==> src/rtl/riscv_pkg.sv <==
// Shared encodings for the memory-side stage: funct3 access sizes,
// the access FSM state encoding and the reset value of the IR.
package riscv_pkg;

  // Load encodings
  localparam logic [2:0] F3_LB  = 3'b000;
  localparam logic [2:0] F3_LH  = 3'b001;
  localparam logic [2:0] F3_LW  = 3'b010;
  localparam logic [2:0] F3_LBU = 3'b100;
  localparam logic [2:0] F3_LHU = 3'b101;

  // Store encodings (same low bits as the signed loads)
  localparam logic [2:0] F3_SB  = 3'b000;
  localparam logic [2:0] F3_SH  = 3'b001;
  localparam logic [2:0] F3_SW  = 3'b010;

  // addi x0, x0, 0
  localparam logic [31:0] NOP_INSTR = 32'h0000_0013;

  typedef enum logic [1:0] {
    ST_IDLE  = 2'd0,
    ST_REQ   = 2'd1,
    ST_DONE  = 2'd2,
    ST_FAULT = 2'd3
  } mau_state_e;

endpackage

==> src/rtl/mem_lane_align.sv <==
// Byte-lane steering for a 32-bit bus: store strobe/replication and
// legality checks on the request side, load extraction/extension on
// the response side. Purely combinational.
module mem_lane_align
  import riscv_pkg::*;
(
  input  logic [1:0]  st_addr_lo,
  input  logic [2:0]  st_funct3,
  input  logic        st_is_write,
  input  logic [31:0] st_data,
  output logic [3:0]  st_wstrb,
  output logic [31:0] st_wdata,
  output logic        req_legal,
  output logic        req_misaligned,
  input  logic [1:0]  ld_addr_lo,
  input  logic [2:0]  ld_funct3,
  input  logic [31:0] rdata,
  output logic [31:0] ld_data
);

  logic [31:0] lane_sh;
  logic [7:0]  ld_byte;
  logic [15:0] ld_half;

  // Store strobes and lane-replicated write data
  always_comb begin
    st_wstrb = 4'b0000;
    st_wdata = st_data;
    case (st_funct3)
      F3_SB: begin
        st_wstrb = 4'b0001 << st_addr_lo;
        st_wdata = {4{st_data[7:0]}};
      end
      F3_SH: begin
        st_wstrb = st_addr_lo[1] ? 4'b1100 : 4'b0011;
        st_wdata = {2{st_data[15:0]}};
      end
      F3_SW:   st_wstrb = 4'b1111;
      default: ;
    endcase
  end

  // Supported sizes per direction; unsigned variants exist only for loads
  always_comb begin
    req_legal = 1'b0;
    case (st_funct3)
      F3_LB, F3_LH, F3_LW: req_legal = 1'b1;
      F3_LBU, F3_LHU:      req_legal = !st_is_write;
      default:             req_legal = 1'b0;
    endcase
  end

  // Natural alignment: halves on even bytes, words on word boundaries
  always_comb begin
    req_misaligned = 1'b0;
    case (st_funct3[1:0])
      2'b01:   req_misaligned = st_addr_lo[0];
      2'b10:   req_misaligned = |st_addr_lo;
      default: req_misaligned = 1'b0;
    endcase
  end

  // Shift the addressed lane down to bit 0, then extend
  assign lane_sh = rdata >> {ld_addr_lo, 3'b000};
  assign ld_byte = lane_sh[7:0];
  assign ld_half = lane_sh[15:0];

  // Load extraction with sign/zero extension
  always_comb begin
    ld_data = rdata;
    case (ld_funct3)
      F3_LB:   ld_data = {{24{ld_byte[7]}}, ld_byte};
      F3_LH:   ld_data = {{16{ld_half[15]}}, ld_half};
      F3_LBU:  ld_data = {24'h0, ld_byte};
      F3_LHU:  ld_data = {16'h0, ld_half};
      default: ld_data = rdata;
    endcase
  end

endmodule

==> src/rtl/mem_access_unit.sv <==
// Memory-side stage of the multicycle core: runs one valid/ready access
// on the unified I/D bus per control strobe, holds IR and MDR, and
// stalls the control stage through o_busy. Faults are sticky to reset.
module mem_access_unit
  import riscv_pkg::*;
#(
  parameter int XLEN    = 32,
  parameter int TIMEOUT = 255
) (
  input  logic            i_clk,
  input  logic            i_reset,
  input  logic            i_mem_read,
  input  logic            i_mem_write,
  input  logic            i_i_or_d,
  input  logic            i_ir_write,
  input  logic [XLEN-1:0] i_pc,
  input  logic [XLEN-1:0] i_alu_out,
  input  logic [XLEN-1:0] i_store_data,
  input  logic [2:0]      i_funct3,
  output logic [XLEN-1:0] o_instr,
  output logic [6:0]      o_opcode,
  output logic [XLEN-1:0] o_mdr,
  output logic            o_busy,
  output logic            o_fault,
  output logic            o_bus_valid,
  output logic [XLEN-1:0] o_bus_addr,
  output logic            o_bus_we,
  output logic [3:0]      o_bus_wstrb,
  output logic [XLEN-1:0] o_bus_wdata,
  input  logic            i_bus_ready,
  input  logic [XLEN-1:0] i_bus_rdata,
  input  logic            i_bus_err
);

  localparam int CW = $clog2(TIMEOUT + 1);
  localparam logic [CW-1:0] TMO_LAST = CW'(TIMEOUT - 1);

  mau_state_e      state;
  logic [CW-1:0]   tmo_cnt;
  logic [2:0]      cap_f3;
  logic [1:0]      cap_lo;
  logic            cap_irw;

  logic            start;
  logic [XLEN-1:0] req_addr;
  logic [2:0]      req_f3;
  logic [3:0]      st_wstrb;
  logic [31:0]     st_wdata;
  logic            req_legal;
  logic            req_misaligned;
  logic [31:0]     ld_data;
  logic            req_bad;

  assign start    = i_mem_read | i_mem_write;
  assign req_addr = i_i_or_d ? i_alu_out : i_pc;
  // Fetches ignore funct3: an instruction is always a full word
  assign req_f3   = i_i_or_d ? i_funct3 : F3_LW;
  assign req_bad  = (i_mem_read & i_mem_write) | req_misaligned | !req_legal;

  mem_lane_align u_align (
    .st_addr_lo     (req_addr[1:0]),
    .st_funct3      (req_f3),
    .st_is_write    (i_mem_write),
    .st_data        (i_store_data),
    .st_wstrb       (st_wstrb),
    .st_wdata       (st_wdata),
    .req_legal      (req_legal),
    .req_misaligned (req_misaligned),
    .ld_addr_lo     (cap_lo),
    .ld_funct3      (cap_f3),
    .rdata          (i_bus_rdata),
    .ld_data        (ld_data)
  );

  assign o_opcode = o_instr[6:0];
  assign o_fault  = (state == ST_FAULT);
  // Stall as soon as a strobe is seen so control holds through the access
  assign o_busy   = ((state == ST_IDLE) & start) | (state == ST_REQ) | (state == ST_FAULT);

  // Access FSM with registered bus request, IR/MDR and timeout counter
  always_ff @(posedge i_clk) begin
    if (i_reset) begin
      state       <= ST_IDLE;
      o_instr     <= NOP_INSTR;
      o_mdr       <= '0;
      o_bus_valid <= 1'b0;
      o_bus_addr  <= '0;
      o_bus_we    <= 1'b0;
      o_bus_wstrb <= 4'b0000;
      o_bus_wdata <= '0;
      cap_f3      <= 3'b000;
      cap_lo      <= 2'b00;
      cap_irw     <= 1'b0;
      tmo_cnt     <= '0;
    end else begin
      case (state)
        ST_IDLE: begin
          if (start) begin
            o_bus_addr  <= {req_addr[XLEN-1:2], 2'b00};
            o_bus_we    <= i_mem_write;
            o_bus_wstrb <= i_mem_write ? st_wstrb : 4'b0000;
            o_bus_wdata <= i_mem_write ? st_wdata : '0;
            cap_f3      <= req_f3;
            cap_lo      <= req_addr[1:0];
            cap_irw     <= i_ir_write;
            tmo_cnt     <= '0;
            if (req_bad) begin
              state <= ST_FAULT;
            end else begin
              state       <= ST_REQ;
              o_bus_valid <= 1'b1;
            end
          end
        end
        ST_REQ: begin
          if (i_bus_ready) begin
            o_bus_valid <= 1'b0;
            if (i_bus_err) begin
              state <= ST_FAULT;
            end else begin
              state <= ST_DONE;
              if (!o_bus_we) begin
                o_mdr <= ld_data;
                if (cap_irw) o_instr <= i_bus_rdata;
              end
            end
          end else if (tmo_cnt == TMO_LAST) begin
            o_bus_valid <= 1'b0;
            state       <= ST_FAULT;
          end else begin
            tmo_cnt <= tmo_cnt + 1'b1;
          end
        end
        // Strobes seen here belong to the access that just finished
        ST_DONE: state <= ST_IDLE;
        default: ;
      endcase
    end
  end

endmodule

==> config.mk <==
export PLATFORM = sky130hd
export DESIGN_NAME = mem_access_unit
export DESIGN_NICKNAME = d
export VERILOG_FILES = /design/src/rtl/riscv_pkg.sv /design/src/rtl/mem_lane_align.sv /design/src/rtl/mem_access_unit.sv
export SDC_FILE = /design/constraint.sdc
export NUM_CORES = 1
export LEC_CHECK = 0
export ABC_AREA = 1
export CORE_UTILIZATION = 47
export DETAILED_ROUTE_END_ITERATION = 16
export PLACE_DENSITY = 0.93
export SLEW_MARGIN = 10
export SYNTH_ARGS = -nofsm -noshare
export SYNTH_HDL_FRONTEND = slang
export SYNTH_SLANG_ARGS = --single-unit
==> constraint.sdc <==
create_clock -name i_clk -period 5.3 [get_ports i_clk]
set_input_delay 0.795 -clock i_clk [delete_from_list [all_inputs] [get_ports i_clk]]
set_output_delay 0.795 -clock i_clk [all_outputs]
set_load 0.005 [all_outputs]
# After elaboration in Yosys (flattened, before gate mapping)
# Cells that the tools add are included.
[totals]
reg_bits = 148
inputBits = 139
out_inout_bits = 143
wordCells = 83
[op_classes]
addsub = 1
eq_ne = 18
shifts = 2
muxes = 25
n_bitwise = 9
n_reduce_logical = 16
[op_table]
columns = ["op", "count"]
rows = [
  ["one-hot mux 32 bit (4 select lines)", 1],
  ["2-to-1 mux 32 bit", 2],
  ["one-hot mux 32 bit (2 select lines)", 1],
  ["right shift 32 x 5 -> 16 bit", 1],
  ["2-to-1 mux 8 bit", 3],
  ["one-hot mux 8 bit (2 select lines)", 1],
  ["equality test 3 bit, second input constant", 4],
  ["one-hot mux 4 bit (3 select lines)", 1],
  ["AND reduction 4 bit", 3],
  ["adder 8 x 1 -> 8 bit, second input constant", 1],
  ["equality test 8 bit, second input constant", 1],
  ["2-to-1 mux 2 bit", 4],
  ["2-to-1 mux 4 bit", 2],
  ["!= test 2 bit, second input constant", 4],
  ["equality test 2 bit, second input constant", 3],
  ["equality test 3 x 1 -> 1 bit, second input constant", 2],
  ["logical NOT 3 bit", 2],
  ["one-hot mux 1 bit (2 select lines)", 3],
  ["one-hot mux 2 bit (3 select lines)", 1],
  ["2-to-1 mux 1 bit", 5],
  ["OR 1 bit", 5],
  ["AND reduction 5 bit", 1],
  ["equality test 2 x 1 -> 1 bit, second input constant", 2],
  ["OR reduction 2 bit", 2],
  ["13 further kinds", 16],
]

# Longest topological paths before layout
# Gate-level depths: netlist of run 1.
[depth]
depth_word = 9
ltp_mapped = 15
mapped_depth_nobuf = 14

# Cells and area by module
# A second synthesis of run 1 with hierarchy kept.
[unflattened]
cells_unflattened = 1100
hier_area_um2 = 7399.6
[modules_own_cells]
columns = ["mod", "n_inst", "cells_each", "area_per_inst_um2", "seq_area_each_um2"]
rows = [
  ["mem_access_unit", 1, 783, 5889.4, 2962.8],
  ["mem_lane_align", 1, 317, 1510.2, 0.0],
]

# Least setup slack after synthesis of run 1
# Ideal clock, no wire load.
[synth_timing]
path_kind = "input port to output port"
start = "input port i_mem_write"
end = "output port o_busy"
arrival_time_ps = 1564
required_time_ps = 4505
slack_ps = 2941
cell_stages = 6
n_path_buf = 2
path_cell_list = "inv_2 nand2_1 nand2_1 buf_4 clkbuf_1 nand2_1"
[synth_between]
elab_chain_cells = 4
[synth_rtl]
columns = ["item", "line_no", "source"]
rows = [
  ["from (decl)", "mem_access_unit.sv:13", "input logic i_mem_write,"],
  ["OR 1 bit", "mem_access_unit.sv:54", "assign start = i_mem_read | i_mem_write;"],
  ["bitwise AND 1 bit", "mem_access_unit.sv:78", "assign o_busy = ((state == ST_IDLE) & start) | (state == ST_REQ) | (state == ST_FAULT);"],
  ["OR 1 bit (2 in series)", "mem_access_unit.sv:78", ""],
  ["to (decl)", "mem_access_unit.sv:23", "output logic o_busy,"],
]
# Every way passes these cells.

# Worst setup path in the final report of run 1
[layout_timing]
start = "input port i_i_or_d"
end = "register o_bus_wdata[27]"
[layout_between]
elab_chain_cells = 4
elab_cells_between_ends = 5
classes_between = "eq/ne: 1; mux: 3; reduce/logical: 1"
[layout_rtl]
columns = ["item", "line_no", "source"]
rows = [
  ["from (decl)", "mem_access_unit.sv:14", "input logic i_i_or_d,"],
  ["2-to-1 mux 3 bit *", "mem_access_unit.sv:57", "assign req_f3 = i_i_or_d ? i_funct3 : F3_LW;"],
  ["equality test 3 x 1 -> 1 bit / logical NOT 3 bit (equally long branches)", "mem_lane_align.sv:29", "case (st_funct3)"],
  ["one-hot mux 32 bit (2 select lines) *", "mem_lane_align.sv:29", ""],
  ["2-to-1 mux 32 bit *", "mem_access_unit.sv:102", "o_bus_wdata <= i_mem_write ? st_wdata : '0;"],
  ["to (signal assigned)", "mem_access_unit.sv:102", ""],
  ["to (decl)", "mem_access_unit.sv:29", "output logic [XLEN-1:0] o_bus_wdata,"],
]
# Mark *: on every way between the ends. The rest lies on a longest branch, timed or not.
# A chain may end at the register's enable or synchronous reset.

==> results.py, run 1 <==
metrics = {
    "outcome": {
        "status": "finished, final reports clean",
    },
    "timing": {
        "setup_viol": 0,
        "fin_crit_ps": 3880,
        "rsz0062_at_grt": "false",
        "finalCritPeriodShare_pct": 73.3,
        "final.setup_skew_ps": 7.06,
        "tightest_slew_ps": 1110,
        "max_slew_margin_pct": 26.1,
        "hold_viol_final": 0,
        "slew_viol_final": 0,
        "tns_ps": 0,
        "fmax_mhz": 258,
    },
    "critical_path": {
        "cp.required_ps": 5570,
        "cp-end-kind": "register",
        "critPathLaunchType": "primary input",
        "cp.arrival_ps": 4150,
        "crit_fanout": 40,
        "crit_type": "in -> reg",
    },
    "global_route": {
        "track_usage_pct": 29.9,
        "grt_pass1_vias": 6871,
        "grt_overflow": 0,
        "antenna_found_initial": 0,
        "grt_max_degree": 76,
        "grt_pass1_wl_microns": 34800,
    },
    "layout": {
        "syn2layout_area_growth_pct": 47.8,
        "regArea_sq_mm": 0.00296,
        "multi_input_area_sq_mm": 0.00326,
        "drive_above_1_share_pct": 4.34,
        "fill_cells": 1097,
        "design_area_sq_mm": 0.0102,
        "stdcell_count": 1402,
        "final_nets": 1358,
        "antenna_cells": 0,
    },
    "clocking": {
        "numCtsBuffers": 17,
        "cts.clk_slew.worst_paths_ps": 60,
        "cts_resized": 0,
        "worstSkewPairLatency_ps": 420,
        "clock-sinks": 148,
        "cts_tree": "built",
        "clock_path_buffers": 2,
        "cts_setup_buffers": 0,
        "cts_hold_buf": 0,
        "htreeDepth": 4,
        "cts_root_buffer": "clkbuf_16",
    },
    "die": {
        "core_area_sq_mm": 0.0141,
        "rows": 43,
        "initial_core_util_pct": 48.9,
        "die_x_microns": 123,
        "die-area_sq_mm": 0.0151,
        "ios": 282,
        "die_h_microns": 123,
    },
    "routing": {
        "drt-initial-drc-count": 755,
        "viasPerCell": 5.42,
        "drc": 0,
        "firstDrtPassIters": 5,
        "wire_per_inst_microns": 16.2,
        "ant_nets": 0,
        "wl_microns": 22800,
        "vias": 7599,
    },
    "synth": {
        "synth_edf_count": 0,
        "synth-simple-area-share_pct": 20.7,
        "synth_top_area_share_pct": 43.0,
        "ys_seq_area_share_pct": 43.0,
        "synth.cell_area_sq_mm": 0.00689,
        "yosysTopAreaCell": "dfxtp_1",
        "synth-seq-cells": 148,
        "synth_warnings": 0,
        "synth_area_leaders": "dfxtp_1 43%, nand2_1 13%, a21oi_1 8.6%",
        "synth-main-ff-cell": "dfxtp_1",
        "async_reset_ff_share_pct": 0,
        "synth_cell_type_count": 33,
        "post-synth-top-count-cell": "nand2_1",
        "synth_top_family_by_area": "compound AO/OA/AOI/OAI gates",
        "synthXorXnorAreaFrac_pct": 0.381,
        "yosys-top-cells-count": "246 x nand2_1, 148 x dfxtp_1, 119 x a21oi_1",
        "synth_compound_area_share_pct": 24.5,
        "syn_area_per_cell_sq_um": 7.02,
        "synthAdderAreaFrac_pct": 1.63,
        "synth_cells": 982,
        "muxShareOfSynthArea_pct": 0,
    },
    "place": {
        "gp_congestion": 0.918,
        "placed_cell_area_sq_mm": 0.00957,
        "place_hpwl_microns": 15900,
        "dp.cells": 1371,
        "port_buffers": 279,
    },
    "min_path": {
        "hold_path_class": "reg -> reg",
    },
    "power_and_ir_drop": {
        "p_per_area_mw_per_mm2": 400,
        "power_leakage_nw": 4.07,
        "finalPower_mw": 4.08,
        "ir_drop_mv": 0.242,
    },
    "job": {
        "cap_violations": 0,
    },
}
==> kinds of logic after synthesis <==
logic type,Yosys count
DFF,148
and+or+nand+nor,352
other,1
buffers and inverters,154
xor gates and xnor gates,3
AOI/OAI and AO/OA,315
adders and majority gates,9
==> metrics by stage <==
step | util [%] | hold WS, ps | worst slack, ps
2_1_floorplan | - | 460 | 2940
3_3_place_gp | 67.9 | 451 | 1230
5_1_grt | 72.2 | 486 | 1050
3_5_place_dp | 67.9 | 457 | 1110
4_1_cts | 72.2 | 467 | 1480
6_report | 72.2 | 466 | 1420
==> critical path, cell delays in order <==
cell and delay [ps]:
clkdlybuf4s50_1 460, buf_4 330, inv_1 70, buf_4 250, nor2_1 240, ha_1 230, inv_1 160, nand2_1 130
nand2_1 70, inv_1 810, o211ai_1 290, o211ai_1 190, a21oi_1 110
==> layer usage <==
| metal | part of all wire (%) | wire, microns | track usage, % |
|---|---|---|---|
| met5 | 0 | 0 | 0 |
| met4 | 3.9 | 883 | 14.4 |
| met1 | 41 | 9260 | 36.9 |
| met2 | 47 | 10700 | 48.1 |
| met3 | 8.2 | 1860 | 8.12 |
==> layout make-up <==
| type | count | share of cell area (%) |
|---|---|---|
| multi-input combinational | 681 | 32.0 |
| sequential | 148 | 29.1 |
| timing repair buffer | 284 | 27.7 |
| clock buffer | 18 | 4.22 |
| inverter | 78 | 2.88 |
| tap | 180 | 2.21 |
| clock inverter | 13 | 1.82 |
==> where the power goes <==
group	switching (mW)	internal (mW)
combinational	0.736	0.620
sequential	0.152	1.30
clock	0.480	0.785
total	1.37	2.71
==> worst paths after layout <==
path / from / to / slack (ps) / cells past startpoint
setup / recovery: i_i_or_d / o_bus_wdata[27]$_SDFFE_PP0P_ / 1420 / 13
hold / removal: o_bus_wstrb[2]$_SDFFE_PP0P_ / o_bus_wstrb[2]$_SDFFE_PP0P_ / 470 / 2
setup reg to reg: state[1]$_SDFFE_PP0P_ / o_instr[8]$_SDFFE_PP0P_ / 2700 / 8
hold reg to reg: o_bus_wstrb[2]$_SDFFE_PP0P_ / o_bus_wstrb[2]$_SDFFE_PP0P_ / 470 / 2
==> cells in the final DEF, fill, tap and decap left out, types with 2 or more instances in the layout <==
master	synthesis	final
clkinv_2	0	3
buf_4	17	5
ha_1	9	9
nand2_1	246	245
nand2_2	4	5
o21ai_0	115	115
bufinv_16	0	4
a21oi_1	119	119
dfxtp_1	148	148
a31oi_1	30	30
conb_1	1	2
xor2_1	2	2
clkinv_4	0	4
clkdlybuf4s50_1	0	278
clkbuf_16	0	17
o211ai_1	25	25
clkinvlp_4	0	2
o21ai_1	22	22
nor2_1	53	53
inv_1	72	70
nand3_1	40	40
inv_2	5	7
nor3_1	3	3
==> flip-flops by register name, summed over array words and instances, names as in the netlist <==
signal and count:
o_bus_wdata 32, o_instr 32, o_mdr 32, o_bus_addr 30
tmo_cnt 8, o_bus_wstrb 4, cap_f3 3, cap_lo 2
state 2, cap_irw 1, o_bus_valid 1, o_bus_we 1
Note: power is estimated with default switching activity, not from simulation.
==> run 2, diff against run 1 <==
Settings changed: CORE_UTILIZATION 47 to 44, PLACE_DENSITY 0.93 to 0.89.
Clock period 5.3 ns to 3.7 ns, I/O delays scaled along.
==> run 2 against run 1 <==
- final cell count up 2.5%
- count of clock-buffer cells in the layout up 3
- global-route usage down 2.7 points
- setup slack worse by 320 ps
- utilization down 4.8 points
==> results.py, run 2 (synthesized netlist as in run 1, its figures left out) <==
metrics = {
    "die": {
        "initial_core_util_pct": 45.2,
        "rows": 45,
        "die_x_microns": 127,
        "ios": 282,
        "die-area_sq_mm": 0.0162,
        "die_h_microns": 127,
        "core_area_sq_mm": 0.0153,
    },
    "critical_path": {
        "crit_fanout": 6,
        "cp-end-kind": "output pin",
        "cp.required_ps": 3140,
        "worstReg2RegStart": "state[1]$_SDFFE_PP0P_",
        "crit_type": "in -> out",
        "critPathLaunchType": "primary input",
        "reg2reg_to": "o_instr[31]$_SDFFE_PP0P_",
        "cp.arrival_ps": 2050,
        "ff2ff_path_depth": 8,
        "r2r_slack_ps": 1200,
    },
    "layout": {
        "layout_common_cells": "278 x clkdlybuf4s50_1, 245 x nand2_1, 148 x dfxtp_1",
        "fill_cells": 1244,
        "final_common_cell": "clkdlybuf4s50_1",
        "largestRegisters": "o_bus_wdata (32), o_instr (32), o_mdr (32)",
        "antenna_cells": 0,
        "drive_above_1_share_pct": 4.40,
        "final_nets": 1363,
        "syn2layout_area_growth_pct": 49.4,
    },
    "routing": {
        "drt-initial-drc-count": 570,
        "firstDrtPassIters": 6,
        "viasPerCell": 5.26,
        "wl_microns": 21800,
        "drc": 0,
        "wire_per_inst_microns": 15.2,
        "ant_nets": 0,
        "vias": 7552,
    },
    "clocking": {
        "htreeDepth": 4,
        "clock_path_buffers": 2,
        "cts_hold_buf": 0,
        "worstSkewPairLatency_ps": 420,
        "cts_setup_buffers": 0,
        "clock-sinks": 148,
        "cts_resized": 0,
        "cts_tree": "built",
        "cts_root_buffer": "clkbuf_16",
        "cts.clk_slew.worst_paths_ps": 60,
        "numCtsBuffers": 17,
    },
    "global_route": {
        "grt_max_degree": 74,
        "grt_pass1_wl_microns": 35100,
        "track_usage_pct": 27.2,
        "antenna_found_initial": 0,
        "grt_pass1_vias": 7102,
        "grt_overflow": 0,
    },
    "timing": {
        "max_slew_margin_pct": 31.1,
        "tns_ps": 0,
        "fmax_mhz": 384,
        "finalCritPeriodShare_pct": 70.4,
        "final.setup_skew_ps": 12.7,
        "tightest_slew_ps": 1030,
        "hold_viol_final": 0,
        "slew_viol_final": 0,
        "fin_crit_ps": 2610,
        "rsz0062_at_grt": "false",
        "setup_viol": 0,
    },
    "place": {
        "place_hpwl_microns": 15600,
        "gp_congestion": 0.861,
        "port_buffers": 279,
    },
    "job": {
        "cap_violations": 0,
    },
    "power_and_ir_drop": {
        "p_per_area_mw_per_mm2": 580,
        "finalPower_mw": 5.98,
        "power_leakage_nw": 4.11,
        "ir_drop_mv": 0.342,
    },
    "min_path": {
        "holdCritStartpoint": "o_bus_wdata[25]$_SDFFE_PP0P_",
        "min_path_cells": 2,
        "hold_path_class": "reg -> reg",
        "whs_endpoint": "o_bus_wdata[25]$_SDFFE_PP0P_",
    },
    "outcome": {
        "status": "finished, final reports clean",
    },
}
==> run 2: cell types whose count changed in the layout (fill, tap and decap cells not counted), moves of 2 or more <==
cell / previous run / this run
buf_4: 5 / 10
bufinv_16: 4 / 6
clkbuf_1: 1 / 3
clkinv_2: 3 / 1
clkinv_4: 4 / 0
==> run 2: area by class of cell <==
class / count / area (sq um) / area share, %
tap: 211 / 264 / 2.56
multi-input combinational: 681 / 3260 / 31.7
sequential: 148 / 2960 / 28.8
inverter: 78 / 293 / 2.84
timing repair buffer: 289 / 2860 / 27.8
clock inverter: 9 / 201 / 1.96
clock buffer: 21 / 450 / 4.38
==> run 2: critical path, cell delays in order <==
cell,delay (ps)
clkdlybuf4s50_1,600
inv_2,120
nand2_1,130
nand2_2,80
nand2_1,70
clkdlybuf4s50_1,500
==> run 2: per-layer routing <==
metal	wire length [microns]	track usage (%)
met5	0	0
met2	10400	44.7
met3	1760	7.71
met1	8990	33.1
met4	665	12.3
==> run 2: how the worst max path moves through the flow <==
stage / start / to / slack, ps / cells past startpoint
after floorplan: i_i_or_d / o_bus_wdata[19]$_SDFFE_PP0P_ / 1590 / 12
after global placement: i_mem_write / o_bus_addr[16]$_SDFFE_PP0P_ / 910 / 9
after detailed placement: i_mem_write / o_bus_addr[11]$_SDFFE_PP0P_ / 810 / 9
after CTS: i_mem_write / o_busy / 1100 / 6
after global routing: state[1]$_SDFFE_PP0P_ / o_instr[31]$_SDFFE_PP0P_ / 970 / 8
final: i_mem_write / o_busy / 1090 / 6
==> run 2: stage by stage <==
stage	util (%)	cells	hold WS, ps	instance area [sq um]	setup slack, ps
floorplan	-	983	460	6890	1590
global placement	63.2	1407	451	9640	906
detailed placement	63.2	1407	456	9640	814
CTS	67.5	1437	465	10300	1100
global route	67.5	1437	478	10300	968
finish	67.5	1437	462	10300	1090
==> run 2: report_power, final <==
group          total, mW  switching, mW  internal (mW)
clock network       1.94          0.665           1.28
logic               1.98           1.07          0.907
registers           2.05          0.185           1.87
==> run 3, diff against run 2 <==
Clock period 3.7 ns to 2.47 ns, I/O delays scaled along.
==> run 3 against run 2 <==
- combinational power is 55% higher
- cell area is 1.2% higher
- setup slack worse by 960 ps
- sequential power is 50% higher
- routed wire length is 1.3% higher
- clock power is 43% higher
- critical endpoint unchanged
- die area stayed put
==> results.py, run 3 (synthesized netlist as in run 1, its figures left out) <==
metrics = {
    "routing": {
        "vias": 7601,
        "wl_microns": 22100,
        "ant_nets": 0,
        "drt-initial-drc-count": 828,
        "viasPerCell": 5.25,
        "drc": 0,
        "firstDrtPassIters": 7,
        "wire_per_inst_microns": 15.2,
    },
    "layout": {
        "fill_cells": 1234,
        "layout_common_cells": "278 x clkdlybuf4s50_1, 245 x nand2_1, 148 x dfxtp_1",
        "drive_above_1_share_pct": 5.57,
        "largestRegisters": "o_bus_wdata (32), o_instr (32), o_mdr (32)",
        "antenna_cells": 0,
        "final_nets": 1373,
        "post-route-util_pct": 68.3,
        "final_common_cell": "clkdlybuf4s50_1",
        "syn2layout_area_growth_pct": 51.2,
    },
    "power_and_ir_drop": {
        "ir_drop_mv": 0.475,
        "power_leakage_nw": 4.17,
        "finalPower_mw": 8.90,
        "p_per_area_mw_per_mm2": 854,
    },
    "timing": {
        "fmax_mhz": 428,
        "hold_viol_final": 0,
        "final.setup_skew_ps": 6.98,
        "tns_ps": 0,
        "max_slew_margin_pct": 47.9,
        "setup_ws_ps": 131,
        "slew_viol_final": 0,
        "tightest_slew_ps": 781,
        "fin_crit_ps": 2340,
        "setup_viol": 0,
        "rsz0062_at_grt": "false",
        "finalCritPeriodShare_pct": 94.7,
    },
    "clocking": {
        "worstSkewPairLatency_ps": 420,
        "cts_resized": 0,
        "clock-sinks": 148,
        "numCtsBuffers": 17,
        "cts_hold_buf": 0,
        "cts_tree": "built",
        "clock_path_buffers": 2,
        "cts.clk_slew.worst_paths_ps": 60,
        "cts_root_buffer": "clkbuf_16",
        "cts_setup_buffers": 0,
        "htreeDepth": 4,
    },
    "die": {
        "core_area_sq_mm": 0.0153,
        "die_x_microns": 127,
        "initial_core_util_pct": 45.2,
        "ios": 282,
        "die_h_microns": 127,
        "rows": 45,
        "die-area_sq_mm": 0.0162,
    },
    "global_route": {
        "antenna_found_initial": 0,
        "grt_overflow": 0,
        "track_usage_pct": 27.6,
        "grt_max_degree": 74,
        "grt_pass1_wl_microns": 35400,
        "grt_pass1_vias": 7139,
    },
    "place": {
        "place_hpwl_microns": 15800,
        "port_buffers": 279,
        "gp_congestion": 0.884,
        "dp_slack_ps": 61.3,
    },
    "min_path": {
        "hold_path_class": "in -> reg",
    },
    "critical_path": {
        "cp.required_ps": 2100,
        "critPathLaunchType": "register",
        "cp-end-kind": "output pin",
        "crit_type": "reg -> out",
        "cp.arrival_ps": 1970,
        "crit_fanout": 12,
    },
    "outcome": {
        "status": "finished, final reports clean",
    },
    "job": {
        "cap_violations": 0,
    },
}
[run 3: cell count changes in the layout (fill, tap and decap cells not counted), moves of 2 or more]
cell	previous run	this run
bufinv_16	6	4
clkbuf_1	3	1
clkinv_4	0	5
buf_4	10	15
buf_12	0	5
[run 3: final timing paths]
kind,startpoint,endpoint,slack (ps),cells past startpoint
hold reg to reg,o_bus_wdata[31]$_SDFFE_PP0P_,o_bus_wdata[31]$_SDFFE_PP0P_,460,2
setup reg to reg,state[1]$_SDFFE_PP0P_,o_instr[25]$_SDFFE_PP0P_,480,9
hold / removal,i_reset,o_bus_valid$_SDFFE_PP0P_,430,4
setup / recovery,state[0]$_SDFFE_PP0P_,o_busy,130,5
[run 3: per-stage QoR]
stage | hold slack (ps) | area (sq um) | std cells
after global routing | 447 | 10400 | 1449
final | 429 | 10400 | 1449
after detailed placement | 454 | 9780 | 1417
after global placement | 451 | 9780 | 1417
after floorplan | 460 | 6890 | 983
after CTS | 405 | 10400 | 1449
[run 3: final cells by class]
type	count	area (sq um)	share of cell area (%)
well taps	211	264	2.53
repair buffers	299	3000	28.8
clock buffers	18	429	4.12
flip-flops and latches	148	2960	28.4
multi-input cells	681	3260	31.3
clock inverters	14	204	1.96
inverters	78	293	2.81
[run 3: critical path, stage by stage, from the launching register on]
cell	delay (ps)
dfxtp_1	410
inv_1	90
ha_1	240
nand2_2	220
nand2_1	120
clkdlybuf4s50_1	460
[run 3: report_power, final]
part           total, mW  leakage, nW  switching, mW  internal, mW
clock network       2.77        0.303           1.07          1.71
registers           3.07         1.21          0.274          2.80
logic               3.06         2.66           1.63          1.43
total               8.90         4.17           2.96          5.93
[run 3: layer usage]
layer | vias to the layer above | wire length (microns) | global-route usage, %
met1 | 3454 | 9130 | 33.8
met4 | 0 | 801 | 13.7
met2 | 346 | 10500 | 44.7
li1 | 3740 | - | -
met3 | 61 | 1690 | 7.62
met5 | - | 0 | 0
